==> src/rtl/pixel_capture_scaled.sv <==
// pixel_capture_scaled: OV7670 byte-pair capture with power-of-two decimation into RGB444 BRAM writes.
// Define PIXEL_CAPTURE_FRAME_CNT_EN to enable the completed-frame counter on frame_count.
module pixel_capture_scaled #(
  parameter int H_ACTIVE = 160,
  parameter int V_ACTIVE = 120,
  parameter int DECIM = 4,
  parameter int ADDR_W = 15
) (
  input  logic              pclk,
  input  logic              rst,
  input  logic [7:0]        D,
  input  logic              vsync,
  input  logic              href,
  input  logic              fmt,
  output logic [11:0]       RGB,
  output logic [ADDR_W-1:0] wr_addr,
  output logic              wr_en,
  output logic              frame_done,
  output logic              err_line,
  output logic              err_frame,
  output logic [15:0]       frame_count
);
  localparam int SH = $clog2(DECIM);
  localparam logic [15:0] H_IN = 16'(H_ACTIVE * DECIM);
  localparam logic [15:0] V_IN = 16'(V_ACTIVE * DECIM);
  localparam logic [15:0] MASK = 16'(DECIM - 1);
  localparam logic [ADDR_W-1:0] H_STEP = ADDR_W'(H_ACTIVE);
  localparam logic [ADDR_W-1:0] LAST = ADDR_W'(H_ACTIVE * V_ACTIVE - 1);
  typedef enum logic [2:0] {WAIT_VS, WAIT_LINE, BYTE_HI, BYTE_LO, DONE} state_t;
  state_t state, nxt;
  logic vs_q, fmt_q, vs_fall, vs_rise, ev, in_line, pix, row_keep, keep, last, line_end;
  logic [7:0] b1;
  logic [15:0] col_in, row_in;
  logic [ADDR_W-1:0] line_base, addr;
  logic [11:0] color;
  assign vs_fall = vs_q & ~vsync;
  assign vs_rise = vsync & ~vs_q;
  assign ev = vs_fall | vs_rise;
  assign in_line = state == BYTE_HI || state == BYTE_LO;
  assign pix = !ev && state == BYTE_LO && href;
  assign line_end = !ev && in_line && !href && col_in != 16'd0;
  assign row_keep = (row_in & MASK) == 16'd0 && row_in < V_IN;
  assign keep = pix && row_keep && (col_in & MASK) == 16'd0 && col_in < H_IN;
  // Column offset is a shift because DECIM is a power of two; rows advance by addition.
  assign addr = line_base + ADDR_W'(col_in >> SH);
  assign last = keep && addr == LAST;
  assign color = fmt_q ? {b1[7:4], b1[2:0], D[7], D[4:1]} : {b1[3:0], D};
  always_ff @(posedge pclk)
    state <= rst ? WAIT_VS : nxt;
  always_comb begin
    nxt = state;
    if (vs_fall) nxt = WAIT_LINE;
    else if (vs_rise) nxt = WAIT_VS;
    else if (last) nxt = DONE;
    else if (state == WAIT_LINE || state == BYTE_HI) nxt = href ? BYTE_LO : WAIT_LINE;
    else if (state == BYTE_LO) nxt = href ? BYTE_HI : WAIT_LINE;
  end
  always_ff @(posedge pclk)
    if (rst) begin
      vs_q <= 1'b0;
      fmt_q <= 1'b0;
      b1 <= 8'd0;
      col_in <= 16'd0;
      row_in <= 16'd0;
      line_base <= '0;
      RGB <= 12'd0;
      wr_addr <= '0;
      wr_en <= 1'b0;
      frame_done <= 1'b0;
      err_line <= 1'b0;
      err_frame <= 1'b0;
    end else begin
      vs_q <= vsync;
      wr_en <= keep;
      frame_done <= last;
      if (keep) begin
        RGB <= color;
        wr_addr <= addr;
      end
      if (state == WAIT_LINE || state == BYTE_HI) b1 <= D;
      if (vs_rise && (in_line || state == WAIT_LINE)) err_frame <= 1'b1;
      if (vs_fall) begin
        fmt_q <= fmt;
        col_in <= 16'd0;
        row_in <= 16'd0;
        line_base <= '0;
        wr_addr <= '0;
      end else if (line_end) begin
        if (row_keep) line_base <= line_base + H_STEP;
        if (col_in < H_IN) err_line <= 1'b1;
        if (row_in != 16'hFFFF) row_in <= row_in + 16'd1;
        col_in <= 16'd0;
      end else if (pix && col_in != 16'hFFFF) col_in <= col_in + 16'd1;
    end
`ifdef PIXEL_CAPTURE_FRAME_CNT_EN
  always_ff @(posedge pclk)
    frame_count <= rst ? 16'd0 : frame_count + {15'd0, last};
`else
  assign frame_count = 16'd0;
`endif
endmodule
==> config.mk <==
export PLATFORM = sky130hd
export DESIGN_NAME = pixel_capture_scaled
export DESIGN_NICKNAME = d
export VERILOG_FILES = /design/src/rtl/pixel_capture_scaled.sv
export SDC_FILE = /design/constraint.sdc
export NUM_CORES = 1
export LEC_CHECK = 0
export ABC_AREA = 1
export BUFFER_PORTS_ARGS = -buffer_cell sky130_fd_sc_hd__buf_2
export CAP_MARGIN = 20
export CORE_MARGIN = 8
export CORE_UTILIZATION = 53
export DETAILED_ROUTE_END_ITERATION = 7
export PLACE_DENSITY = 0.78
export SLEW_MARGIN = 10
export SYNTH_ARGS = -nofsm -noshare
export SYNTH_HDL_FRONTEND = slang
export SYNTH_SLANG_ARGS = --single-unit
==> constraint.sdc <==
create_clock -name pclk -period 1.95 [get_ports pclk]
set_input_delay 0.585 -clock pclk [delete_from_list [all_inputs] [get_ports pclk]]
set_output_delay 0.585 -clock pclk [all_outputs]
set_load 0.02 [all_outputs]
* Yosys cells after proc, flatten, opt, wreduce, memory -nomap -nowiden *
Index checks and enable logic that the tools add are counted.

word-level totals
  logic and storage cells = 71
  input port bits = 13
  flip-flop bits (word level) = 91
  output and inout port bits = 47

cells by class
  $add $sub $neg = 4
  bitwise operators = 6
  muxes and demuxes = 8
  order comparisons = 2
  reductions and logical operators = 30
  equality and inequality tests = 6

operator list
  operator                 number
  $add A16 B1 Y16 const B  2
  $logic_not A16 Y1        2
  $ne A16 B16 Y1 const B   2
  $lt A16 B10 Y1 const B   1
  $lt A16 B9 Y1 const B    1
  $reduce_bool A16 Y1      1
  $add A15 B14 Y15         1
  $add A15 B8 Y15 const B  1
  $eq A15 B15 Y1 const B   1
  $logic_and A1 B1 Y1      12
  $mux W12                 1
  $mux W3                  3
  $eq A3 B2 Y1 const B     2
  $reduce_or A3 Y1         2
  $reduce_bool A5 Y1       1
  $mux W2                  2
  $reduce_and A2 Y1        2
  $reduce_or A4 Y1         1
  $eq A3 B1 Y1 const B     1
  $logic_or A1 B1 Y1       3
  $not A1 Y1               3
  $reduce_and A3 Y1        1
  $reduce_bool A3 Y1       1
  $and A1 B1 Y1            2
  5 further kinds          7

* Longest topological paths before layout *
Gate-level depths: netlist of the first run.

  word-level depth = 13
  gate-level depth with buffers = 13
  mapped depth without buffers = 13

* Worst setup path before layout of the first run *
OpenSTA, ideal clock, no wires.

  kind = in2reg
  from = in vsync
  to = reg state[2]
  data arrival time = 1792 ps
  path buffers = 0
  library setup time = 70 ps
  slack = 88 ps
  stages on the path = 10
  cells stage by stage = inv_1 -> ha_1 -> nand3_1 -> nor3_2 -> nand3_1 -> nor2_4 -> nand3_1 -> nor2_1 -> nand2_1 -> a21oi_1

between the ends
  cells in the longest elaborated chain, start to end = 11
  elaborated cells between the ends (all ways) = 14
  classes of those cells = mux (1); bitwise (4); reduce/logical (9)

RTL lines
  item                                                            line  RTL
  start, declared                                                 12    input logic vsync,
  $not A1 Y1                                                      36    assign vs_fall = vs_q & ~vsync;
  $and A1 B1 Y1                                                   36
  $or A1 B1 Y1                                                    38    assign ev = vs_fall | vs_rise;
  $logic_not A1 Y1                                                40    assign pix = !ev && state == BYTE_LO && href;
  $logic_and A1 B1 Y1 (2 in series)                               40
  $logic_and A1 B1 Y1 (3 in series)                               43    assign keep = pix && row_keep && (col_in & MASK) == 16'd0 && col_in < H_IN;
  $logic_and A1 B1 Y1                                             46    assign last = keep && addr == LAST;
  $reduce_bool A3 Y1 (no source line) or $mux W3 (tied branches)  -
  end signal, assigned                                            49    state <= rst ? WAIT_VS : nxt;
  end, declared                                                   30    state_t state, nxt;

Parallel ways exist; a longest one is shown, timed or not.
A chain may end at the register's enable or synchronous reset.

* Worst setup path in the final report of the first run *
  from = reg col_in[7]
  to = reg state[2]

between the ends
  cells in the longest elaborated chain, start to end = 4
  elaborated cells between the ends (all ways) = 7
  classes of those cells = add/sub (1); order compare (1); eq/ne (1); mux (1); reduce/logical (3)

RTL lines
  item                                                            line    RTL
  start, declared                                                 33      logic [15:0] col_in, row_in;
  start signal, assigned                                          93      end else if (pix && col_in != 16'hFFFF) col_in <= col_in + 16'd1;
  $add A15 B14 Y15 or $lt A16 B10 Y1 (tied branches)              45, 43
  $eq A15 B15 Y1 or $logic_and A1 B1 Y1 (tied branches)           46, 43
  $logic_and A1 B1 Y1 *                                           46
  $reduce_bool A3 Y1 (no source line) or $mux W3 (tied branches)  -

Mark *: on every way between the ends. The rest lies on a longest branch, timed or not.

==> results.py, run 1 <==
metrics = {
    "worst_setup_path": {
        "crit_type": "register to register",
        "slowest_stage": "fa_1",
        "slowest_delay_ns": 0.46,
        "worst_path_most_repeated_cell": "nor2_1",
        "crit_path_start_kind": "register",
        "worstPathRequired_ns": 2.26,
        "endpoint_kind": "register",
        "worstPathCellList": "ha_4 -> inv_2 -> fa_1 -> nor2_1 -> nand2_1 -> nor2_1 -> nand3_1 -> nor2_1 -> nand3_1 -> nor2_2 -> nand2_2 -> a21oi_2",
        "cp_max_fo": 2,
        "cp_top_family": "simple AND/OR/NAND/NOR gates",
        "crit_buf_inv": 1,
        "cp.arrival_ns": 2.35,
    },
    "die": {
        "fp.dieArea_um2": 12300,
        "core_um2": 8720,
        "pin_count": 60,
        "start_util_pct": 54.6,
        "die_h_um": 111,
        "die_x_um": 111,
        "rows": 34,
    },
    "yosys": {
        "postSynthAreaPerCell_um2": 6.91,
        "synth_ff_type": "dfxtp_1",
        "ys_seq_area_share_pct": 36.2,
        "yosysTopAreaCell": "dfxtp_1",
        "synth_area_um2": 4760,
        "synth_cell_type_count": 40,
        "synthTopCellsByCount": "166 x nand2_1, 86 x dfxtp_1, 84 x nor2_1, 60 x inv_1, 56 x a21oi_1",
        "synth.area.top_cells": "dfxtp_1 36%, nand2_1 13%, nor2_1 6.6%",
        "synthCells": 689,
        "synth.most_common_cell": "nand2_1",
        "synth_top_area_share_pct": 36.2,
        "async_flop_share_pct": 0,
        "ys_seq_elements": 86,
        "yosysWarnings": 0,
        "synth_edf_count": 0,
    },
    "clocking": {
        "clkLatencyLatePin_ns": 0.38,
        "clk_path_buf_depth": 2,
        "htreeDepth": 3,
        "cts_root_buffer": "clkbuf_8",
        "cts_tree": "built",
        "numCtsBuffers": 9,
        "clk_pin_slew_ns": 0.10,
        "numClockSinks": 86,
    },
    "place": {
        "io_buffers": 43,
        "place.gp.congestion": 0.945,
        "hpwlAfterDp_um": 8930,
        "dp_cells": 864,
        "pre_cts_ws_ns": -0.203,
    },
    "pwr": {
        "ir_drop_mv": 0.357,
        "powerDensity_nw_per_um2": 590,
        "p_leak_uw": 0.00253,
        "power_uw": 3320,
    },
    "route": {
        "wl_met2_um": 6130,
        "routed_wl_um": 12300,
        "ant_nets": 0,
        "drtIter0Drc": 333,
        "firstDrtPassIters": 5,
        "met3_length_um": 769,
        "vias_per_cell": 5.29,
        "m1WireLength_um": 5220,
        "dr.max_layer_used": "met4",
        "vias": 4690,
        "wl_per_cell_um": 13.9,
        "drc": 0,
    },
    "sta": {
        "min_period_ns": 2.04,
        "post-route-period-util_pct": 105,
        "postLayoutSetupSlackWorst_ns": -0.0904,
        "fmax_mhz": 490,
        "worst_pin_slew_ns": 0.526,
        "whs_ns": 0.451,
        "setup_viol": 3,
        "hold_viol_final": 0,
        "finClkSkew_ns": 0.0189,
        "slew_viol_final": 0,
        "slew_headroom_pct": 64.9,
        "rsz0062_at_grt": "yes",
    },
    "layout": {
        "antenna_cells": 0,
        "drive_gt1_share_pct": 19.9,
        "fillers": 748,
        "fin_cells": 887,
        "areaGrowthSynthToFinish_pct": 18.5,
        "finish.utilization_pct": 64.6,
        "fin_nets": 804,
    },
    "global_routing": {
        "grt_pass1_vias": 4364,
        "antenna_found_initial": 0,
        "grt_overflow": 0,
        "grt_pass1_wl_um": 20100,
        "grt_usage_pct": 19.2,
        "grt_start_max_net_pins": 24,
    },
    "run_status": {
        "run_status": "finished with violations",
        "violations": "negative setup slack",
    },
    "min_path": {
        "holdCritPathClass": "input pin to register",
    },
    "run": {
        "cap_viol_max_count": 0,
    },
}
-- logic make-up after synthesis --
family | Yosys count | share of synthesized area (%)
adder cells (fa/ha/maj) | 17 | 4.63
AO/OA/AOI/OAI | 127 | 14.3
XOR/XNOR | 25 | 4.60
AND/OR/NAND/NOR | 328 | 30.0
flip-flops | 86 | 36.2
other | 1 | 0.0788
buffers and inverters | 105 | 10.3
-- metrics by stage --
step / setup TNS [ns] / area, µm²
CTS: -0.0359 / 5550
floorplan: 0 / 4810
global route: -0.896 / 5640
finish: -0.161 / 5640
global placement: -6.56 / 5300
detailed placement: -7.57 / 5300
-- path summary, 6_finish.rpt --
| kind | from | end | cells past startpoint | slack (ns) |
|---|---|---|---|---|
| worst max-delay path | col_in[7]$_SDFFE_PP0P_ | state[2]$_SDFFE_PP0P_ | 12 | -0.09 |
| worst min-delay path | vsync | vs_q$_SDFF_PP0_ | 3 | 0.45 |
| worst max register to register | col_in[7]$_SDFFE_PP0P_ | state[2]$_SDFFE_PP0P_ | 12 | -0.09 |
| worst min register to register | err_frame$_SDFFE_PP0P_ | err_frame$_SDFFE_PP0P_ | 2 | 0.47 |
-- repair_timing --
item,in CTS,in global routing
gates cloned,0,1
endpoints found under the setup margin,8,67
pin swaps,2,6
hold buffers,0,0
gates resized for setup,7,17
setup buffers,4,2
-- cell type report --
class | instances | area [µm²] | area share [%]
timing repair inverter | 1 | 5.00 | 0.0888
inverter | 70 | 273 | 4.84
clock buffer | 9 | 124 | 2.20
multi-input combinational | 513 | 2670 | 47.3
tap | 108 | 135 | 2.40
sequential | 86 | 1730 | 30.7
timing repair buffer | 93 | 628 | 11.1
clock inverter | 7 | 76.3 | 1.35
-- power breakdown --
group	internal, µW	switching, µW	total [µW]	leakage (µW)
sequential	1790	19.9	1810	0.000697
clock	507	760	1270	0.000102
combinational	80.0	170	250	0.00173
-- worst min-delay path: cells and delay by family --
family                 cells  cell delay, ns
and+or+nand+nor            1            0.07
buffers and inverters      2            0.13
-- sequential cells by signal (all words and copies together), names as in the netlist, 3 cells and up --
| name | cells |
|---|---|
| RGB | 12 |
| wr_addr | 15 |
| row_in | 16 |
| col_in | 16 |
| line_base | 10 |
| state | 3 |
| b1 | 8 |
-- layout by cell type, fill, tap and decap left out, types with 5 or more instances in the layout --
master	netlist	routed
nor2_1	84	82
xnor2_1	7	7
inv_2	8	9
dfxtp_1	86	82
ha_1	16	14
buf_4	19	47
inv_1	60	57
xor2_1	18	18
nand4_1	13	13
a31oi_1	16	16
nand3_1	29	29
nor3_1	13	11
nand2_1	166	165
conb_1	1	16
nand2_2	5	5
o21ai_0	45	45
clkbuf_8	0	9
buf_2	3	43
a21oi_1	56	54
-- per-layer routing --
| layer | global-route usage (%) | up-vias |
|---|---|---|
| met5 | 0 | - |
| met4 | 6.94 | 0 |
| met3 | 3.90 | 20 |
| met2 | 33.5 | 142 |
| met1 | 22.6 | 2142 |
| li1 | - | 2386 |
(Power assumes the default switching activity.)
==> run 2, diff against run 1 <==
--- a/config.mk
+++ b/config.mk
@@ -5,13 +5,12 @@
 export SDC_FILE = /design/constraint.sdc
 export NUM_CORES = 1
 export LEC_CHECK = 0
-export ABC_AREA = 1
 export BUFFER_PORTS_ARGS = -buffer_cell sky130_fd_sc_hd__buf_2
 export CAP_MARGIN = 20
 export CORE_MARGIN = 8
-export CORE_UTILIZATION = 53
+export CORE_UTILIZATION = 52
 export DETAILED_ROUTE_END_ITERATION = 7
-export PLACE_DENSITY = 0.78
+export PLACE_DENSITY = 0.77
 export SLEW_MARGIN = 10
 export SYNTH_ARGS = -nofsm -noshare
 export SYNTH_HDL_FRONTEND = slang
==> run 2 against run 1 <==
The run ends with design-rule violations, negative setup slack left; via count about the same; power up 1.0%; clock skew down 0.0013 ns; utilization up 15 points; design area up 15%; hold slack worse by 0.0084 ns; die area down 5.7%; first-iteration DRC count down 5.7%; wire length up 27%; critical path type unchanged; largest cell class unchanged.
==> results.py, run 2 <==
metrics = {
    "clocking": {
        "clk_pin_slew_ns": 0.10,
        "htreeDepth": 3,
        "clkLatencyLatePin_ns": 0.38,
        "cts_root_buffer": "clkbuf_8",
        "cts_tree": "built",
        "numClockSinks": 86,
        "clk_path_buf_depth": 2,
        "numCtsBuffers": 9,
    },
    "sta": {
        "min_period_ns": 2.41,
        "fin_setup_tns_ns": -6.68,
        "post-route-period-util_pct": 124,
        "rsz0062_at_grt": "yes",
        "setup_viol": 58,
        "fmax_mhz": 414,
        "slew_viol_final": 0,
        "postLayoutSetupSlackWorst_ns": -0.464,
        "finClkSkew_ns": 0.0176,
        "worst_pin_slew_ns": 0.670,
        "slew_headroom_pct": 55.3,
        "hold_viol_final": 0,
    },
    "layout": {
        "top_regs": "col_in (16), row_in (16), wr_addr (15)",
        "most-common-layout-cells": "91 x buf_4, 77 x dfxtp_1, 67 x nor2_1",
        "multi_input_area_um2": 3060,
        "antenna_cells": 0,
        "areaGrowthSynthToFinish_pct": 48.8,
        "fillers": 461,
        "final_common_cell": "buf_4",
        "drive_gt1_share_pct": 44.6,
        "fin_nets": 689,
        "fin_area_um2": 6480,
        "fin_cells": 769,
        "final-seq-area_um2": 1740,
    },
    "yosys": {
        "yosysTopAreaCell": "dfxtp_1",
        "synthTopCellsByCount": "86 x dfxtp_1, 79 x nor2_1, 36 x nand2_1, 26 x a21oi_1, 24 x xnor2_1",
        "postSynthAreaPerCell_um2": 8.51,
        "synth_area_um2": 4360,
        "yosysWarnings": 0,
        "synth_top_area_share_pct": 39.5,
        "synth_cell_type_count": 55,
        "synthCells": 512,
        "synth_edf_count": 0,
        "ys_seq_elements": 86,
        "synth.area.top_cells": "dfxtp_1 40%, nor2_1 6.8%, mux2i_1 5.1%",
        "ys_seq_area_share_pct": 39.5,
        "async_flop_share_pct": 0,
        "synth_ff_type": "dfxtp_1",
        "synth.most_common_cell": "dfxtp_1",
    },
    "die": {
        "die_h_um": 108,
        "core_um2": 8180,
        "pin_count": 60,
        "die_x_um": 108,
        "rows": 33,
        "fp.dieArea_um2": 11600,
        "start_util_pct": 53.3,
    },
    "run": {
        "cap_viol_max_count": 0,
    },
    "worst_setup_path": {
        "reg2reg_slack_ns": -0.46,
        "crit_path_start_kind": "register",
        "crit_type": "register to register",
        "cp_max_fo": 2,
        "worstPathRequired_ns": 2.21,
        "crit_buf_inv": 1,
        "cp.arrival_ns": 2.67,
        "slowest_stage": "fa_2",
        "worstPathCellList": "ha_4 -> inv_2 -> fa_2 -> nor4_2 -> o21ai_1 -> nor3_1 -> nand4_1 -> o31a_1",
        "endpoint_kind": "register",
        "slowest_delay_ns": 0.45,
        "cp_top_family": "simple AND/OR/NAND/NOR gates",
    },
    "global_routing": {
        "grt_overflow": 0,
        "grt_pass1_vias": 4185,
        "use_met3_pct": 4.73,
        "grt.busiest_layer": "met2",
        "grt_usage_pct": 20.6,
        "antenna_found_initial": 0,
        "gr-usage-met2_pct": 36.8,
        "grt_start_max_net_pins": 29,
        "grt_pass1_wl_um": 19600,
        "use_met1_pct": 23.2,
    },
    "place": {
        "place.gp.congestion": 0.865,
        "hpwlAfterDp_um": 8260,
        "dpl_cell_area_um2": 5290,
        "pre_cts_ws_ns": -0.601,
        "dp_cells": 716,
        "io_buffers": 43,
    },
    "pwr": {
        "p_leak_uw": 0.00257,
        "ir_drop_mv": 0.374,
        "power_uw": 3360,
        "powerDensity_nw_per_um2": 518,
    },
    "run_status": {
        "violations": "design-rule violations, negative setup slack",
        "run_status": "finished with violations",
    },
    "route": {
        "drtIter0Drc": 314,
        "routed_wl_um": 15700,
        "firstDrtPassIters": 8,
        "drc": 2,
        "ant_nets": 0,
        "wl_per_cell_um": 20.4,
        "vias_per_cell": 6.10,
        "vias": 4688,
    },
    "min_path": {
        "holdCritPathClass": "input pin to register",
    },
}
-- run 2: cell types whose count changed after synthesis, sizes merged, moves of 8 or more --
cell / delta
a31oi: -15
a211oi: +15
a21oi: -32
inv: -54
nand3: -14
mux2i: +22
o21ai: -30
nand2: -138
nor2: -9
xnor2: +17
nor4: +8
-- run 2: repair_timing --
action | 4_1_cts | 5_1_grt
resized for setup | 61 | 85
setup buffers | 10 | 23
cloned | 2 | 6
endpoints found under the setup margin | 67 | 59
pin swaps | 28 | 43
hold buffers | 0 | 0
-- run 2: final cells by class --
cell class                      instances  share of cell area [%]
Tap cell                              105                    2.03
Clock inverter                          7                    1.24
Multi-Input combinational cell        387                    47.3
Timing Repair Buffer                  160                    19.7
Clock buffer                            9                    1.91
Inverter                               15                    1.06
Sequential cell                        86                    26.8
-- run 2: metal layers --
| metal | share of wire [%] | vias to the layer above |
|---|---|---|
| met5 | 0 | - |
| met4 | 5.4 | 0 |
| met3 | 7.5 | 110 |
| met2 | 50 | 287 |
| met1 | 37 | 2238 |
| li1 | - | 2053 |
-- run 2: power breakdown --
group	internal, µW	switching [µW]
Clock	611	746
Sequential	1770	18.2
Combinational	69.0	145
-- run 2: kinds of logic (layout without fill, tap and decap cells) --
group / Yosys count / count (layout) / share of synthesized area, %
DFF: 86 / 86 / 39.5
other: 1 / 16 / 0.0861
adders and majority gates: 17 / 17 / 5.06
and+or+nand+nor: 215 / 215 / 24.9
buffers and inverters: 54 / 191 / 6.35
AOI/OAI and AO/OA: 77 / 77 / 11.0
muxes: 22 / 22 / 5.06
xor gates and xnor gates: 40 / 40 / 8.04
-- run 2: tightest hold or removal path, stage by stage --
cell and delay (ns):
buf_6 0.11, inv_12 0.04, nor2_1 0.03
-- run 2: final timing paths --
kind                           from                    end  depth (start not counted)
max reg2reg  col_in[7]$_SDFFE_PP0P_  state[1]$_SDFFE_PP0P_                          8
min reg2reg   err_line$_SDFFE_PP0P_  err_line$_SDFFE_PP0P_                          2
min                           vsync        vs_q$_SDFF_PP0_                          3
max          col_in[7]$_SDFFE_PP0P_  state[1]$_SDFFE_PP0P_                          8
-- run 2: stage by stage --
step / utilization (%) / hold WS, ns
floorplan: - / 0.460
finish: 79.2 / 0.442
global route: 79.2 / 0.437
CTS: 71.6 / 0.453
detailed placement: 64.7 / 0.442
global placement: 64.7 / 0.430
